**src/rtl/ro_sense_pkg.sv**
```systemverilog
// Shared types and constants for the ring-oscillator measurement sequencer.
package ro_sense_pkg;

  typedef enum logic [2:0] {
    StIdle,
    StSettle,
    StGate,
    StSync,
    StCapture,
    StClear,
    StReport
  } state_e;

  localparam logic OSC_INV  = 1'b0;
  localparam logic OSC_NAND = 1'b1;

  localparam int unsigned DEF_GATE_CYCLES   = 10000;
  localparam int unsigned DEF_SETTLE_CYCLES = 64;
  localparam int unsigned DEF_SYNC_CYCLES   = 2;

  // Inverter ring has precedence when both rings are requested.
  function automatic logic lowest_osc(input logic [1:0] mask);
    return mask[OSC_INV] ? OSC_INV : OSC_NAND;
  endfunction

  function automatic int unsigned max3(input int unsigned a, input int unsigned b,
                                       input int unsigned c);
    int unsigned m;
    m = (a > b) ? a : b;
    return (m > c) ? m : c;
  endfunction

endpackage

```
**src/rtl/ro_measure_sequencer_if.sv**
```systemverilog
// Control, datapath and result signals of the measurement sequencer.
interface ro_measure_sequencer_if #(
  parameter int unsigned CNT_W = 16,
  parameter int unsigned ACC_W = 24
);
  logic             start;
  logic             continuous;
  logic             abort;
  logic [1:0]       osc_mask;
  logic [CNT_W-1:0] cnt_in;
  logic             en_inv_osc;
  logic             en_nand_osc;
  logic             osc_sel;
  logic             cnt_clr;
  logic             cnt_en;
  logic [ACC_W-1:0] result_data;
  logic             result_osc;
  logic             result_sat;
  logic             result_valid;
  logic             result_ready;
  logic             busy;

  modport master (
    input  start, continuous, abort, osc_mask, cnt_in, result_ready,
    output en_inv_osc, en_nand_osc, osc_sel, cnt_clr, cnt_en,
    output result_data, result_osc, result_sat, result_valid, busy
  );

  modport slave (
    output start, continuous, abort, osc_mask, cnt_in, result_ready,
    input  en_inv_osc, en_nand_osc, osc_sel, cnt_clr, cnt_en,
    input  result_data, result_osc, result_sat, result_valid, busy
  );
endinterface

```
**src/rtl/ro_cycle_timer.sv**
```systemverilog
// Loadable down-counter; o_done is high on the last cycle of a loaded interval.
module ro_cycle_timer #(
  parameter int unsigned WIDTH = 16
) (
  input  logic             clk,
  input  logic             rst_n,
  input  logic             i_load,
  input  logic             i_clear,
  input  logic [WIDTH-1:0] i_value,
  output logic             o_done
);

  logic [WIDTH-1:0] r_cnt;
  logic             r_run;

  always_ff @(posedge clk or negedge rst_n) begin
    if (!rst_n) begin
      r_cnt <= '0;
      r_run <= 1'b0;
    end else if (i_clear) begin
      r_cnt <= '0;
      r_run <= 1'b0;
    end else if (i_load) begin
      r_cnt <= i_value;
      r_run <= 1'b1;
    end else if (r_run) begin
      if (r_cnt == '0) r_run <= 1'b0;
      else             r_cnt <= r_cnt - 1'b1;
    end
  end

  assign o_done = r_run && (r_cnt == '0);

endmodule

```
**src/rtl/ro_measure_sequencer.sv**
```systemverilog
// Time-shares one gated ring counter between the inverter and NAND oscillators and
// reports one accumulated, tagged sum per oscillator over a valid/ready handshake.
module ro_measure_sequencer
  import ro_sense_pkg::*;
#(
  parameter int unsigned CNT_W         = 16,
  parameter int unsigned ACC_W         = 24,
  parameter int unsigned GATE_CYCLES   = DEF_GATE_CYCLES,
  parameter int unsigned SETTLE_CYCLES = DEF_SETTLE_CYCLES,
  parameter int unsigned SYNC_CYCLES   = DEF_SYNC_CYCLES,
  parameter int unsigned AVG_LOG2      = 3
) (
  input logic                    clk,
  input logic                    rst_n,
  ro_measure_sequencer_if.master bus
);

  localparam int unsigned N     = 1 << AVG_LOG2;
  localparam int unsigned IDX_W = AVG_LOG2 + 1;
  localparam int unsigned TMR_W = $clog2(max3(GATE_CYCLES, SETTLE_CYCLES, SYNC_CYCLES) + 1);

  localparam logic [IDX_W-1:0] N_IDX       = IDX_W'(N);
  localparam logic [TMR_W-1:0] GATE_LOAD   = TMR_W'(GATE_CYCLES - 1);
  localparam logic [TMR_W-1:0] SETTLE_LOAD = TMR_W'(SETTLE_CYCLES - 1);
  localparam logic [TMR_W-1:0] SYNC_LOAD   = TMR_W'(SYNC_CYCLES - 1);

  state_e           r_state, w_state_next;
  logic [1:0]       r_mask, w_mask_next;
  logic             r_osc, w_osc_next;
  logic [ACC_W-1:0] r_acc, w_acc_next;
  logic             r_sat, w_sat_next;
  logic [IDX_W-1:0] r_idx, w_idx_next;

  logic             w_tmr_load;
  logic             w_tmr_clear;
  logic [TMR_W-1:0] w_tmr_value;
  logic             w_tmr_done;

  ro_cycle_timer #(
    .WIDTH (TMR_W)
  ) u_timer (
    .clk     (clk),
    .rst_n   (rst_n),
    .i_load  (w_tmr_load),
    .i_clear (w_tmr_clear),
    .i_value (w_tmr_value),
    .o_done  (w_tmr_done)
  );

  always_ff @(posedge clk or negedge rst_n) begin
    if (!rst_n) begin
      r_state <= StIdle;
      r_mask  <= '0;
      r_osc   <= OSC_INV;
      r_acc   <= '0;
      r_sat   <= 1'b0;
      r_idx   <= '0;
    end else begin
      r_state <= w_state_next;
      r_mask  <= w_mask_next;
      r_osc   <= w_osc_next;
      r_acc   <= w_acc_next;
      r_sat   <= w_sat_next;
      r_idx   <= w_idx_next;
    end
  end

  always_comb begin
    w_state_next = r_state;
    w_mask_next  = r_mask;
    w_osc_next   = r_osc;
    w_acc_next   = r_acc;
    w_sat_next   = r_sat;
    w_idx_next   = r_idx;
    w_tmr_load   = 1'b0;
    w_tmr_clear  = 1'b0;
    w_tmr_value  = '0;

    case (r_state)
      StIdle: begin
        if (bus.start && (bus.osc_mask != 2'b00)) begin
          w_mask_next  = bus.osc_mask;
          w_osc_next   = lowest_osc(bus.osc_mask);
          w_state_next = StSettle;
        end
      end
      StSettle: begin
        if (w_tmr_done) begin
          w_state_next = StGate;
          w_tmr_load   = 1'b1;
          w_tmr_value  = GATE_LOAD;
        end
      end
      StGate: begin
        if (w_tmr_done) begin
          w_state_next = StSync;
          w_tmr_load   = 1'b1;
          w_tmr_value  = SYNC_LOAD;
        end
      end
      StSync: begin
        if (w_tmr_done) w_state_next = StCapture;
      end
      StCapture: begin
        w_acc_next   = r_acc + ACC_W'(bus.cnt_in);
        w_sat_next   = r_sat | (&bus.cnt_in);
        w_idx_next   = r_idx + 1'b1;
        w_state_next = (w_idx_next < N_IDX) ? StClear : StReport;
      end
      StClear: begin
        w_state_next = StGate;
        w_tmr_load   = 1'b1;
        w_tmr_value  = GATE_LOAD;
      end
      StReport: begin
        if (bus.result_ready) begin
          if ((r_osc == OSC_INV) && r_mask[OSC_NAND]) begin
            w_osc_next   = OSC_NAND;
            w_state_next = StSettle;
          end else if (bus.continuous && (bus.osc_mask != 2'b00)) begin
            w_mask_next  = bus.osc_mask;
            w_osc_next   = lowest_osc(bus.osc_mask);
            w_state_next = StSettle;
          end else begin
            w_state_next = StIdle;
          end
        end
      end
      default: w_state_next = StIdle;
    endcase

    if (bus.abort) w_state_next = StIdle;

    // Every fresh oscillator measurement starts from an empty accumulator.
    if ((w_state_next == StSettle) && (r_state != StSettle)) begin
      w_acc_next  = '0;
      w_sat_next  = 1'b0;
      w_idx_next  = '0;
      w_tmr_load  = 1'b1;
      w_tmr_value = SETTLE_LOAD;
    end

    if (w_state_next == StIdle) begin
      w_mask_next = '0;
      w_osc_next  = OSC_INV;
      w_acc_next  = '0;
      w_sat_next  = 1'b0;
      w_idx_next  = '0;
      w_tmr_load  = 1'b0;
      w_tmr_clear = 1'b1;
    end
  end

  logic w_busy;
  logic w_report;

  assign w_busy   = (r_state != StIdle);
  assign w_report = (r_state == StReport);

  assign bus.busy         = w_busy;
  assign bus.en_inv_osc   = w_busy && (r_osc == OSC_INV);
  assign bus.en_nand_osc  = w_busy && (r_osc == OSC_NAND);
  assign bus.osc_sel      = w_busy && r_osc;
  assign bus.cnt_en       = (r_state == StGate);
  assign bus.cnt_clr      = (r_state == StClear) || ((r_state == StSettle) && w_tmr_done);
  assign bus.result_valid = w_report;
  assign bus.result_data  = w_report ? r_acc : '0;
  assign bus.result_osc   = w_report && r_osc;
  assign bus.result_sat   = w_report && r_sat;

endmodule

```
**src/flat_wrapper.sv**
```systemverilog
// flat-port wrapper written by rule: the top's interface ports become plain ports
module ro_measure_sequencer_flat import ro_sense_pkg::*;
#(
  parameter int unsigned CNT_W         = 16,
  parameter int unsigned ACC_W         = 24,
  parameter int unsigned GATE_CYCLES   = DEF_GATE_CYCLES,
  parameter int unsigned SETTLE_CYCLES = DEF_SETTLE_CYCLES,
  parameter int unsigned SYNC_CYCLES   = DEF_SYNC_CYCLES,
  parameter int unsigned AVG_LOG2      = 3
)
  (clk, rst_n, bus_start, bus_continuous, bus_abort, bus_osc_mask, bus_cnt_in, bus_result_ready, bus_en_inv_osc, bus_en_nand_osc, bus_osc_sel, bus_cnt_clr, bus_cnt_en, bus_result_data, bus_result_osc, bus_result_sat, bus_result_valid, bus_busy);
  ro_measure_sequencer_if #(.CNT_W(CNT_W), .ACC_W(ACC_W)) bus_i ();
  input logic clk;
  input logic rst_n;
  input wire logic [$bits(bus_i.start)-1:0] bus_start;
  input wire logic [$bits(bus_i.continuous)-1:0] bus_continuous;
  input wire logic [$bits(bus_i.abort)-1:0] bus_abort;
  input wire logic [$bits(bus_i.osc_mask)-1:0] bus_osc_mask;
  input wire logic [$bits(bus_i.cnt_in)-1:0] bus_cnt_in;
  input wire logic [$bits(bus_i.result_ready)-1:0] bus_result_ready;
  output wire logic [$bits(bus_i.en_inv_osc)-1:0] bus_en_inv_osc;
  output wire logic [$bits(bus_i.en_nand_osc)-1:0] bus_en_nand_osc;
  output wire logic [$bits(bus_i.osc_sel)-1:0] bus_osc_sel;
  output wire logic [$bits(bus_i.cnt_clr)-1:0] bus_cnt_clr;
  output wire logic [$bits(bus_i.cnt_en)-1:0] bus_cnt_en;
  output wire logic [$bits(bus_i.result_data)-1:0] bus_result_data;
  output wire logic [$bits(bus_i.result_osc)-1:0] bus_result_osc;
  output wire logic [$bits(bus_i.result_sat)-1:0] bus_result_sat;
  output wire logic [$bits(bus_i.result_valid)-1:0] bus_result_valid;
  output wire logic [$bits(bus_i.busy)-1:0] bus_busy;
  assign bus_i.start = bus_start;
  assign bus_i.continuous = bus_continuous;
  assign bus_i.abort = bus_abort;
  assign bus_i.osc_mask = bus_osc_mask;
  assign bus_i.cnt_in = bus_cnt_in;
  assign bus_i.result_ready = bus_result_ready;
  assign bus_en_inv_osc = bus_i.en_inv_osc;
  assign bus_en_nand_osc = bus_i.en_nand_osc;
  assign bus_osc_sel = bus_i.osc_sel;
  assign bus_cnt_clr = bus_i.cnt_clr;
  assign bus_cnt_en = bus_i.cnt_en;
  assign bus_result_data = bus_i.result_data;
  assign bus_result_osc = bus_i.result_osc;
  assign bus_result_sat = bus_i.result_sat;
  assign bus_result_valid = bus_i.result_valid;
  assign bus_busy = bus_i.busy;
  ro_measure_sequencer #(.CNT_W(CNT_W), .ACC_W(ACC_W), .GATE_CYCLES(GATE_CYCLES), .SETTLE_CYCLES(SETTLE_CYCLES), .SYNC_CYCLES(SYNC_CYCLES), .AVG_LOG2(AVG_LOG2)) u_core (.clk(clk), .rst_n(rst_n), .bus(bus_i));
endmodule
```
**config.mk**
```make
export PLATFORM = sky130hd
export DESIGN_NAME = ro_measure_sequencer_flat
export DESIGN_NICKNAME = d
export VERILOG_FILES = /design/src/rtl/ro_sense_pkg.sv /design/src/rtl/ro_measure_sequencer_if.sv /design/src/rtl/ro_cycle_timer.sv /design/src/rtl/ro_measure_sequencer.sv /design/src/flat_wrapper.sv
export SDC_FILE = /design/constraint.sdc
export NUM_CORES = 1
export LEC_CHECK = 0
export CAP_MARGIN = 20
export CELL_PAD_IN_SITES_DETAIL_PLACEMENT = 0
export CELL_PAD_IN_SITES_GLOBAL_PLACEMENT = 1
export CORE_MARGIN = 2
export CORE_UTILIZATION = 30
export CTS_CLUSTER_SIZE = 8
export DETAILED_ROUTE_END_ITERATION = 6
export PLACE_DENSITY_LB_ADDON = 0.1
export SLEW_MARGIN = 20
export SYNTH_ARGS = -nofsm -noshare
export SYNTH_HDL_FRONTEND = slang
export SYNTH_SLANG_ARGS = --single-unit
```
**constraint.sdc**
```tcl
create_clock -name clk -period 3.15 [get_ports clk]
set_input_delay 0.945 -clock clk [delete_from_list [all_inputs] [get_ports clk]]
set_output_delay 0.945 -clock clk [all_outputs]
set_load 0.02 [all_outputs]
```
==> Yosys cells after proc, flatten, opt, wreduce, memory -nomap -nowiden <==
Index checks and enable logic that the tools add are counted.
{ "classes": {"n_mux": 50, "bitwise": 2, "add_sub_neg": 3, "reduce_logical": 24, "n_eq_ne": 14, "n_lt_le_gt_ge": 1} }
{ "op_table": {"columns": ["operator", "count"], "rows": [
  ["$mux 24", 4],
  ["$mux 14", 6],
  ["$pmux 14 s3", 1],
  ["$add 24x16->24", 1],
  ["$mux 3", 7],
  ["$pmux 3 s7", 1],
  ["$mux 1", 19],
  ["$reduce_and 16->1", 1],
  ["$logic_not 14->1", 1],
  ["$sub 14x1->14 const B", 1],
  ["$mux 2", 6],
  ["$mux 4", 3],
  ["$ne 3x3->1 const B", 4],
  ["$reduce_bool 3->1", 4],
  ["$logic_and 1x1->1", 10],
  ["$eq 3x3->1 const B", 3],
  ["$eq 3x1->1 const B", 2],
  ["$eq 3x2->1 const B", 2],
  ["$logic_not 3->1", 2],
  ["$ne 3x1->1 const B", 2],
  ["$reduce_and 5->1", 1],
  ["$add 4x1->4 const B", 1],
  ["$lt 4x4->1 const B", 1],
  ["$ne 4x4->1 const B", 1],
  ["other kinds (9)", 10]
]} }
{ "totals": {"input_bits": 24, "regBits": 50, "word_cells": 102} }

==> Longest topological paths before layout <==
Gate-level depths: netlist of the first run.
{ "depth": {"depth_word": 13, "mapped_depth": 12, "depth_no_buf": 10} }

==> Modules after synthesis <==
A second synthesis of the first run with hierarchy kept.
{ "hier_totals": {"cells_unflattened": 464, "hier_area_um2": 3932.5} }
{ "by_module_without_submodules": {"columns": ["module", "area_per_inst_um2", "n_inst", "seq_area_each_um2", "cells_each"], "rows": [
  ["ro_measure_sequencer", 2867.8, 1, 850.8, 345],
  ["ro_cycle_timer", 1064.8, 1, 375.4, 119]
]} }

==> Worst setup path before layout of the first run <==
Ideal clock, no wire load.
{ "synth_path": {"path_type": "input-to-reg", "from": "input port bus_cnt_in[0]", "to": "register u_core.r_acc[20]", "stages": 9, "arrival_ps": 2986, "setup_slack_ps": 88, "setup_time_ps": 76, "path_cell_list": "ha_1 fa_1 a21o_1 nand4_1 a211o_1 a311oi_1 o21ai_0 a2111o_1 o21ai_1"} }
{ "synth_via": {"elab_chain_len": 4} }
{ "synth_lines": {"columns": ["element", "line_no", "rtl"], "rows": [
  ["from (decl)", "flat_wrapper.sv:19", "input wire logic [$bits(bus_i.cnt_in)-1:0] bus_cnt_in;"],
  ["$add 24x16->24", "ro_measure_sequencer.sv:105", "w_acc_next = r_acc + ACC_W'(bus.cnt_in);"],
  ["$mux 24", "ro_measure_sequencer.sv:79", "case (r_state)"],
  ["$mux 24", "ro_measure_sequencer.sv:135", "if ((w_state_next == StSettle) && (r_state != StSettle)) begin"],
  ["$mux 24", "ro_measure_sequencer.sv:143", "if (w_state_next == StIdle) begin"],
  ["to (signal assigned)", "ro_measure_sequencer.sv:62", "r_acc <= w_acc_next;"],
  ["to (decl)", "ro_measure_sequencer.sv:30", "logic [ACC_W-1:0] r_acc, w_acc_next;"]
]} }
Every way passes these cells. The select of a mux whose other input is x is not followed.
A chain may end at the register's enable or synchronous reset.

==> Worst setup path in the final report of the first run <==
{ "layout_path": {"from": "register u_core.u_timer.r_cnt[0]", "to": "register u_core.u_timer.r_cnt[5]"} }
{ "layout_via": {"elab_chain_len": 11, "word_cells_on_any_way": 24, "classes_between": "1 x add/sub; 2 x eq/ne; 15 x mux; 6 x reduce/logical"} }
{ "layout_lines": {"columns": ["element", "line_no", "rtl"], "rows": [
  ["from (decl)", "ro_cycle_timer.sv:13", "logic [WIDTH-1:0] r_cnt;"],
  ["from (signal assigned)", "ro_cycle_timer.sv:24", "r_cnt <= i_value;"],
  ["from (signal assigned)", "ro_cycle_timer.sv:28", "else r_cnt <= r_cnt - 1'b1;"],
  ["$logic_not 14->1 *", "ro_cycle_timer.sv:32", "assign o_done = r_run && (r_cnt == '0);"],
  ["$logic_and 1x1->1 *", "ro_cycle_timer.sv:32", null],
  ["$mux 3 (on tied branches)", "ro_measure_sequencer.sv:102, ro_measure_sequencer.sv:88, ro_measure_sequencer.sv:95", null],
  ["$pmux 3 s7 *", "ro_measure_sequencer.sv:79", null],
  ["$mux 3 *", "ro_measure_sequencer.sv:132", "if (bus.abort) w_state_next = StIdle;"],
  ["net u_core.w_state_next[0]", "ro_measure_sequencer.sv:27", "state_e r_state, w_state_next;"],
  ["$eq 3x1->1", "ro_measure_sequencer.sv:135", null],
  ["$logic_and 1x1->1", "ro_measure_sequencer.sv:135", null],
  ["$mux 1", "ro_measure_sequencer.sv:135", null],
  ["$mux 1", "ro_measure_sequencer.sv:143", null],
  ["$ne 3x3->1 (no line), or another cell as far along", null, null],
  ["$reduce_and 2->1 (no line) or $mux 14 (tied branches)", null, null]
]} }
The timed path passes the listed nets; every way through them passes the cells marked *. The select of a mux whose other input is x is not followed.

==> results of run 1 <==
[repair_timing]
| item | CTS | global route |
|---|---|---|
| gates resized for setup | 29 | 40 |
| setup buffers | 1 | 8 |
| hold endpoints to repair | 0 | 0 |
| cloned | 0 | 1 |
| endpoints found under the setup margin | 34 | 39 |
| pin swaps | 4 | 14 |
[sequential cells by signal, indices dropped and copies added, names as in the netlist]
signal and cells:
u_core.r_sat 1, u_core.r_state 3, u_core.u_timer.r_cnt 14, u_core.r_osc 1, u_core.r_mask 1, u_core.r_idx 4, u_core.r_acc 24, u_core.u_timer.r_run 1
[area by class of cell]
cell class                      instances  share of cell area (%)
Clock buffer                            6                   2.442
Timing Repair Buffer                  135                   22.88
Multi-Input combinational cell        353                   46.82
Clock inverter                          2                  0.1897
Sequential cell                        49                   23.26
Inverter                               13                  0.9246
Tap cell                              147                   3.485
[cells by family after synthesis]
family / synth area share [%]
compound gates: 22.74
xor+xnor: 4.547
fa+ha+maj: 7.043
buf+inv: 3.692
flops: 33.50
mux: 0.5470
simple gates: 27.93
[worst max-delay path: stages, from the launching register on]
cell and delay [ps]:
dfrtp_1 390, inv_2 80, ha_4 120, or4b_4 490, buf_6 140, or4_4 560
nand3b_1 110, a31o_2 200, inv_2 60, nor3_4 200, buf_6 120, buf_12 110
nor4_4 30, or3b_1 380
[power by group through the flow]
stage / Clock [mW] / Combinational, mW / Sequential, mW
after CTS: 0.564 / 0.323 / 0.646
after floorplan: 0 / 0.159 / 0.659
after global routing: 0.584 / 0.398 / 0.647
after global placement: 0 / 0.317 / 0.658
after detailed placement: 0 / 0.316 / 0.658
final: 0.538 / 0.364 / 0.646
[Yosys cell counts, types with 2 or more instances]
library cell  count
a2111o_1          7
a2111oi_0         2
a211o_1           3
a211oi_1          4
a21o_1            5
a21oi_1          33
a221o_1           5
a22o_1            2
a31oi_1           3
and2_1           30
and3_1            2
buf_2             3
buf_6             2
clkbuf_1         11
dfrtp_1          49
ha_1             19
inv_1            10
inv_2             3
mux2i_1           2
nand2_1          55
nand2b_1          4
nand3_1           8
nand3b_1          4
nand4_1           7
nor2_1           31
nor2b_1           2
nor3_1           18
nor3b_1           2
nor4_1            7
o2111ai_1         2
o211a_1           2
o211ai_1          6
o21a_1            5
o21ai_0          17
o21ai_1          10
o31a_1            2
o31ai_1           3
or2_2             4
or3_1             3
or4_1             4
or4_4             3
xnor2_1          13
xor2_1            6
[stage by stage]
step | instance area (um^2) | total power [mW] | hold slack, ps
6_report | 5278 | 1.548 | 514.9
3_5_place_dp | 4881 | 0.9740 | 515.0
4_1_cts | 5031 | 1.533 | 529.9
2_1_floorplan | 3660 | 0.8176 | 454.4
5_1_grt | 5278 | 1.629 | 548.2
3_3_place_gp | 4881 | 0.9748 | 471.4
[path summary, 6_finish.rpt]
path                                                          start                                  end  depth (start not counted)
worst max-delay path            u_core.u_timer.r_cnt[0]$_DFFE_PN0P_  u_core.u_timer.r_cnt[5]$_DFFE_PN0P_                         13
worst min-delay path                       u_core.r_sat$_DFFE_PN0P_             u_core.r_sat$_DFFE_PN0P_                          2
worst max register to register  u_core.u_timer.r_cnt[0]$_DFFE_PN0P_  u_core.u_timer.r_cnt[5]$_DFFE_PN0P_                         13
worst min register to register             u_core.r_sat$_DFFE_PN0P_             u_core.r_sat$_DFFE_PN0P_                          2
max in group asynchronous                                     rst_n          u_core.r_acc[4]$_DFFE_PN0P_                          2
min in group asynchronous                                     rst_n         u_core.r_acc[15]$_DFFE_PN0P_                          1
[layer usage]
| metal | vias up | global-route usage, % |
|---|---|---|
| met3 | 13 | 2.753 |
| li1 | 1839 | - |
| met2 | 69 | 29.39 |
| met1 | 1716 | 22.78 |
| met5 | - | 0 |
| met4 | 0 | 4.634 |
==> results.cfg, run 1 <==
[run_status]
outcome = completed

[routing]
wl_um = 10990
viasPerCell = 5.159
antenna_left = 0
drc = 0
met2_length_um = 5303
wire_per_inst_um = 15.59
dr_total_vias = 3637
dr.pass1.iters = 4
drt-initial-drc-count = 116
dr_wl_met3_um = 374
met1_length_um = 5153
highest_layer = met4

[final_layout]
final_cells = 705
layout_commonest_cell = buf_4
final-seq-area_um2 = 1227
post-route-util_pct = 44.12
final_cell_mix = 71 x buf_4, 53 x nand2_1, 48 x dfrtp_1
drive_gt1_share_pct = 23.48
n_fill_cell = 1209
diodes = 0
nNetsFinal = 601
multiInputGateArea_um2 = 2471
area_growth_pct = 44.21

[clock_network]
holdBufCountCts = 0
htree_levels = 2
insertion_delay_ps = 290
numCtsBuffers = 5
clk_pin_slew_worst_paths_ps = 70
cts_sinks = 49
clk_path_buf_depth = 2
cts_tree = built
cts_root_buf = clkbuf_16

[critical_path]
critPathRequiredTime_ps = 3320
crit_type = register to register
worst-r2r-setup-slack_ps = 10
arrival_ps = 3310
worstSetupStartpointType = register
cp-end-kind = register
crit_fanout = 7

[synth]
synth.avg_cell_area_um2 = 8.472
ys.flop_type = dfrtp_1
synth_enable_flop_cells = 0
async_flop_share_pct = 100.0
synthTopCellsByArea = dfrtp_1 34%, ha_1 6.5%, nand2_1 5.6%
ys_seq_area_share_pct = 33.50
synth_cell_types = 62
synth.top_cell.area_share_pct = 33.50
syn_nets = 476
synth_warnings = 0
synthesis.instances = 432
ys_ff_latch = 49
yosysTopAreaCell = dfrtp_1
syn-cell-area_um2 = 3660

[placement]
gp_congestion = 0.8996
dp_cells = 687
port_buffers = 56
dp_slack_ps = -564.1
place_hpwl_um = 8281

[timing]
hold_viol_final = 0
timing.final.crit_share_pct = 99.65
rsz0062_at_grt = yes
final.min_clock_period_ps = 3139
fin_ws_ps = 10.87
tns_ps = 0
worst_pin_slew_ps = 505.5
max-slew-margin-rel_pct = 65.94
skew_ps = 5.871
fmax_ghz = 0.3186
setup_viol = 0
maxSlewViolCount = 0

[power]
power_frac_clock_pct = 34.8
leakagePower_nw = 2.397
p_switching_mw = 0.4372
vdd_drop_max_mv = 0.1946
combPwrFrac_pct = 23.5
power_density_nw_per_um2 = 293.4
internal-power_mw = 1.111
pwr-share-seq_pct = 41.7
switching_share_pct = 28.24

[worst_hold_path]
hold_class = register to register

[die]
die-area_um2 = 13100
row_count = 40
start_util_pct = 30.60
die_x_um = 114.5
die_h_um = 114.5
io_pins = 57
core_area_um2 = 11960

[global_routing]
antenna_found_initial = 0
grt_use_total_pct = 17.27
grt_pass1_wl_um = 18000
grt_max_degree = 24
first_global_vias = 3603
gr-total-overflow = 0

[flow_run]
drv_cap = 0
Note: power is estimated with default switching activity, not from simulation.
==> run 2: changes to the inputs <==
CTS_BUF_LIST = sky130_fd_sc_hd__clkbuf_8   (was default)
CTS_CLUSTER_SIZE = 10   (was 8)
RECOVER_POWER = 25   (was default)
==> run 2 against run 1 <==
Sequential share of layout area rose by 0.75 points. Highest routed layer unchanged. Clock power fell by 30%. Combinational power fell by 6.3%. Critical endpoint unchanged.
==> results.cfg, run 2 (synthesis gave the netlist of run 1 again) <==
[critical_path]
cp-end-kind = register
cp_top_family = simple AND/OR/NAND/NOR gates
r2r-end = u_core.u_timer.r_cnt[5]$_DFFE_PN0P_
crit_fanout = 13
crit_type = register to register
critPathMaxStageDelay_ps = 560
critPathRequiredTime_ps = 3340
slowest_stage = or4_4
r2r_start = u_core.u_timer.r_cnt[0]$_DFFE_PN0P_
crit_buf_inv = 3
setup.worst_path.start = u_core.u_timer.r_cnt[0]$_DFFE_PN0P_
worstSetupStartpointType = register
arrival_ps = 3300
crit_end = u_core.u_timer.r_cnt[5]$_DFFE_PN0P_
crit_chain = inv_2 > ha_4 > or4b_4 > buf_6 > or4_4 > mux2i_4 > and2_4 > nor3_4 > buf_12 > nor4_2 > or3b_1
rr_worst_depth = 11
worst-r2r-setup-slack_ps = 40
cp.depth = 11

[die]
row_count = 40
io_pins = 57
start_util_pct = 30.60
die_x_um = 114.5
die_h_um = 114.5
die-area_um2 = 13100
core_area_um2 = 11960

[routing]
wl_um = 10770
drt-initial-drc-count = 121
antenna_left = 0
wire_per_inst_um = 15.33
drc = 0
dr.pass1.iters = 4
viasPerCell = 5.114
dr_total_vias = 3590

[global_routing]
grt_use_total_pct = 17.25
first_global_vias = 3607
antenna_found_initial = 0
grt_max_degree = 24
grt_pass1_wl_um = 18040
gr-total-overflow = 0

[final_layout]
area_growth_pct = 39.69
largestRegisters = u_core.r_acc: 24 flops, u_core.u_timer.r_cnt: 14 flops, u_core.r_idx: 4 flops
regMostFlops = u_core.r_acc
diodes = 0
post-route-util_pct = 42.74
largest_register_ffs = 24
drive_gt1_share_pct = 21.62
layout_commonest_cell = buf_4
nNetsFinal = 598
final_cell_mix = 69 x buf_4, 53 x nand2_1, 48 x dfrtp_1
n_fill_cell = 1233

[clock_network]
cts_tree = built
clk_path_buf_depth = 2
clk_pin_slew_worst_paths_ps = 100
htree_levels = 2
cts_root_buf = clkbuf_8
cts_sinks = 49
numCtsBuffers = 5
holdBufCountCts = 0
insertion_delay_ps = 310

[placement]
place_hpwl_um = 8281
dp_slack_ps = -564.1
gp_congestion = 0.8996
port_buffers = 56

[timing]
tns_ps = 0
worst_pin_slew_ps = 995.1
maxSlewViolCount = 0
fin_ws_ps = 44.45
rsz0062_at_grt = yes
whs_ps = 520.8
final.min_clock_period_ps = 3106
setup_viol = 0
hold_viol_final = 0
skew_ps = 8.147
max-slew-margin-rel_pct = 33.66
fmax_ghz = 0.3220
timing.final.crit_share_pct = 98.59

[power]
leakagePower_nw = 2.354
p_total_mw = 1.364
power_density_nw_per_um2 = 266.9
vdd_drop_max_mv = 0.1655

[worst_hold_path]
hold_class = register to register
hp-start = u_core.r_sat$_DFFE_PN0P_

[flow_run]
drv_cap = 0

[run_status]
outcome = completed
==> run 2: cell count changes in the layout (fill, tap and decap cells not counted), moves of 2 or more <==
cell,change
a2111oi_0,+2
buf_4,-2
clkbuf_16,-6
clkbuf_8,+5
==> run 2: how the worst min path moves through the flow <==
stage               depth (start not counted)  slack (ps)                        to
finish                                      2         520  u_core.r_sat$_DFFE_PN0P_
global route                                2         560  u_core.r_sat$_DFFE_PN0P_
floorplan                                   2         450  u_core.r_sat$_DFFE_PN0P_
detailed placement                          2         510  u_core.r_sat$_DFFE_PN0P_
global placement                            2         470  u_core.r_sat$_DFFE_PN0P_
CTS                                         2         540  u_core.r_sat$_DFFE_PN0P_
==> run 2: where the power goes <==
| group | switching, mW | internal, mW | total, mW | leakage [nW] |
|---|---|---|---|---|
| registers | 0.00763 | 0.638 | 0.646 | 0.679 |
| logic | 0.173 | 0.167 | 0.341 | 1.63 |
| clock network | 0.227 | 0.152 | 0.378 | 0.0491 |
==> run 2: area by class of cell <==
cell class | count | area [um^2] | area share (%)
clock buffers | 5 | 68.82 | 1.346
multi-input cells | 353 | 2411 | 47.16
inverters | 13 | 48.80 | 0.9545
clock inverters | 3 | 13.76 | 0.2692
flip-flops and latches | 49 | 1227 | 24.01
repair buffers | 132 | 1159 | 22.66
well taps | 147 | 183.9 | 3.598
==> run 2: through the flow <==
step,instance area [um^2],std cells
6_report,5112,702
3_3_place_gp,4881,687
2_1_floorplan,3660,432
3_5_place_dp,4881,687
5_1_grt,5112,702
4_1_cts,4985,697
==> run 2: timing repair <==
action / CTS / global route
buffers inserted: 2 / 5
endpoints found under the setup margin: 35 / 43
gates resized for setup: 31 / 28
pin swaps: 5 / 8
==> run 2: metal layers <==
layer  GRT usage (%)  share of wire (%)  vias to the layer above
li1                -                  -                     1829
met1           22.95                 48                     1692
met2           29.35                 48                       59
met3           2.594                3.0                       10
met4           4.390                1.2                        0
met5               0                  0                        -
==> run 2: worst reg2reg max path, stage by stage, from the launching register on <==
cell     delay [ps]
dfrtp_1         400
inv_2            80
ha_4            120
or4b_4          490
buf_6           140
or4_4           560
mux2i_4         230
and2_4          160
nor3_4          210
buf_12          160
nor4_2           50
or3b_1          380
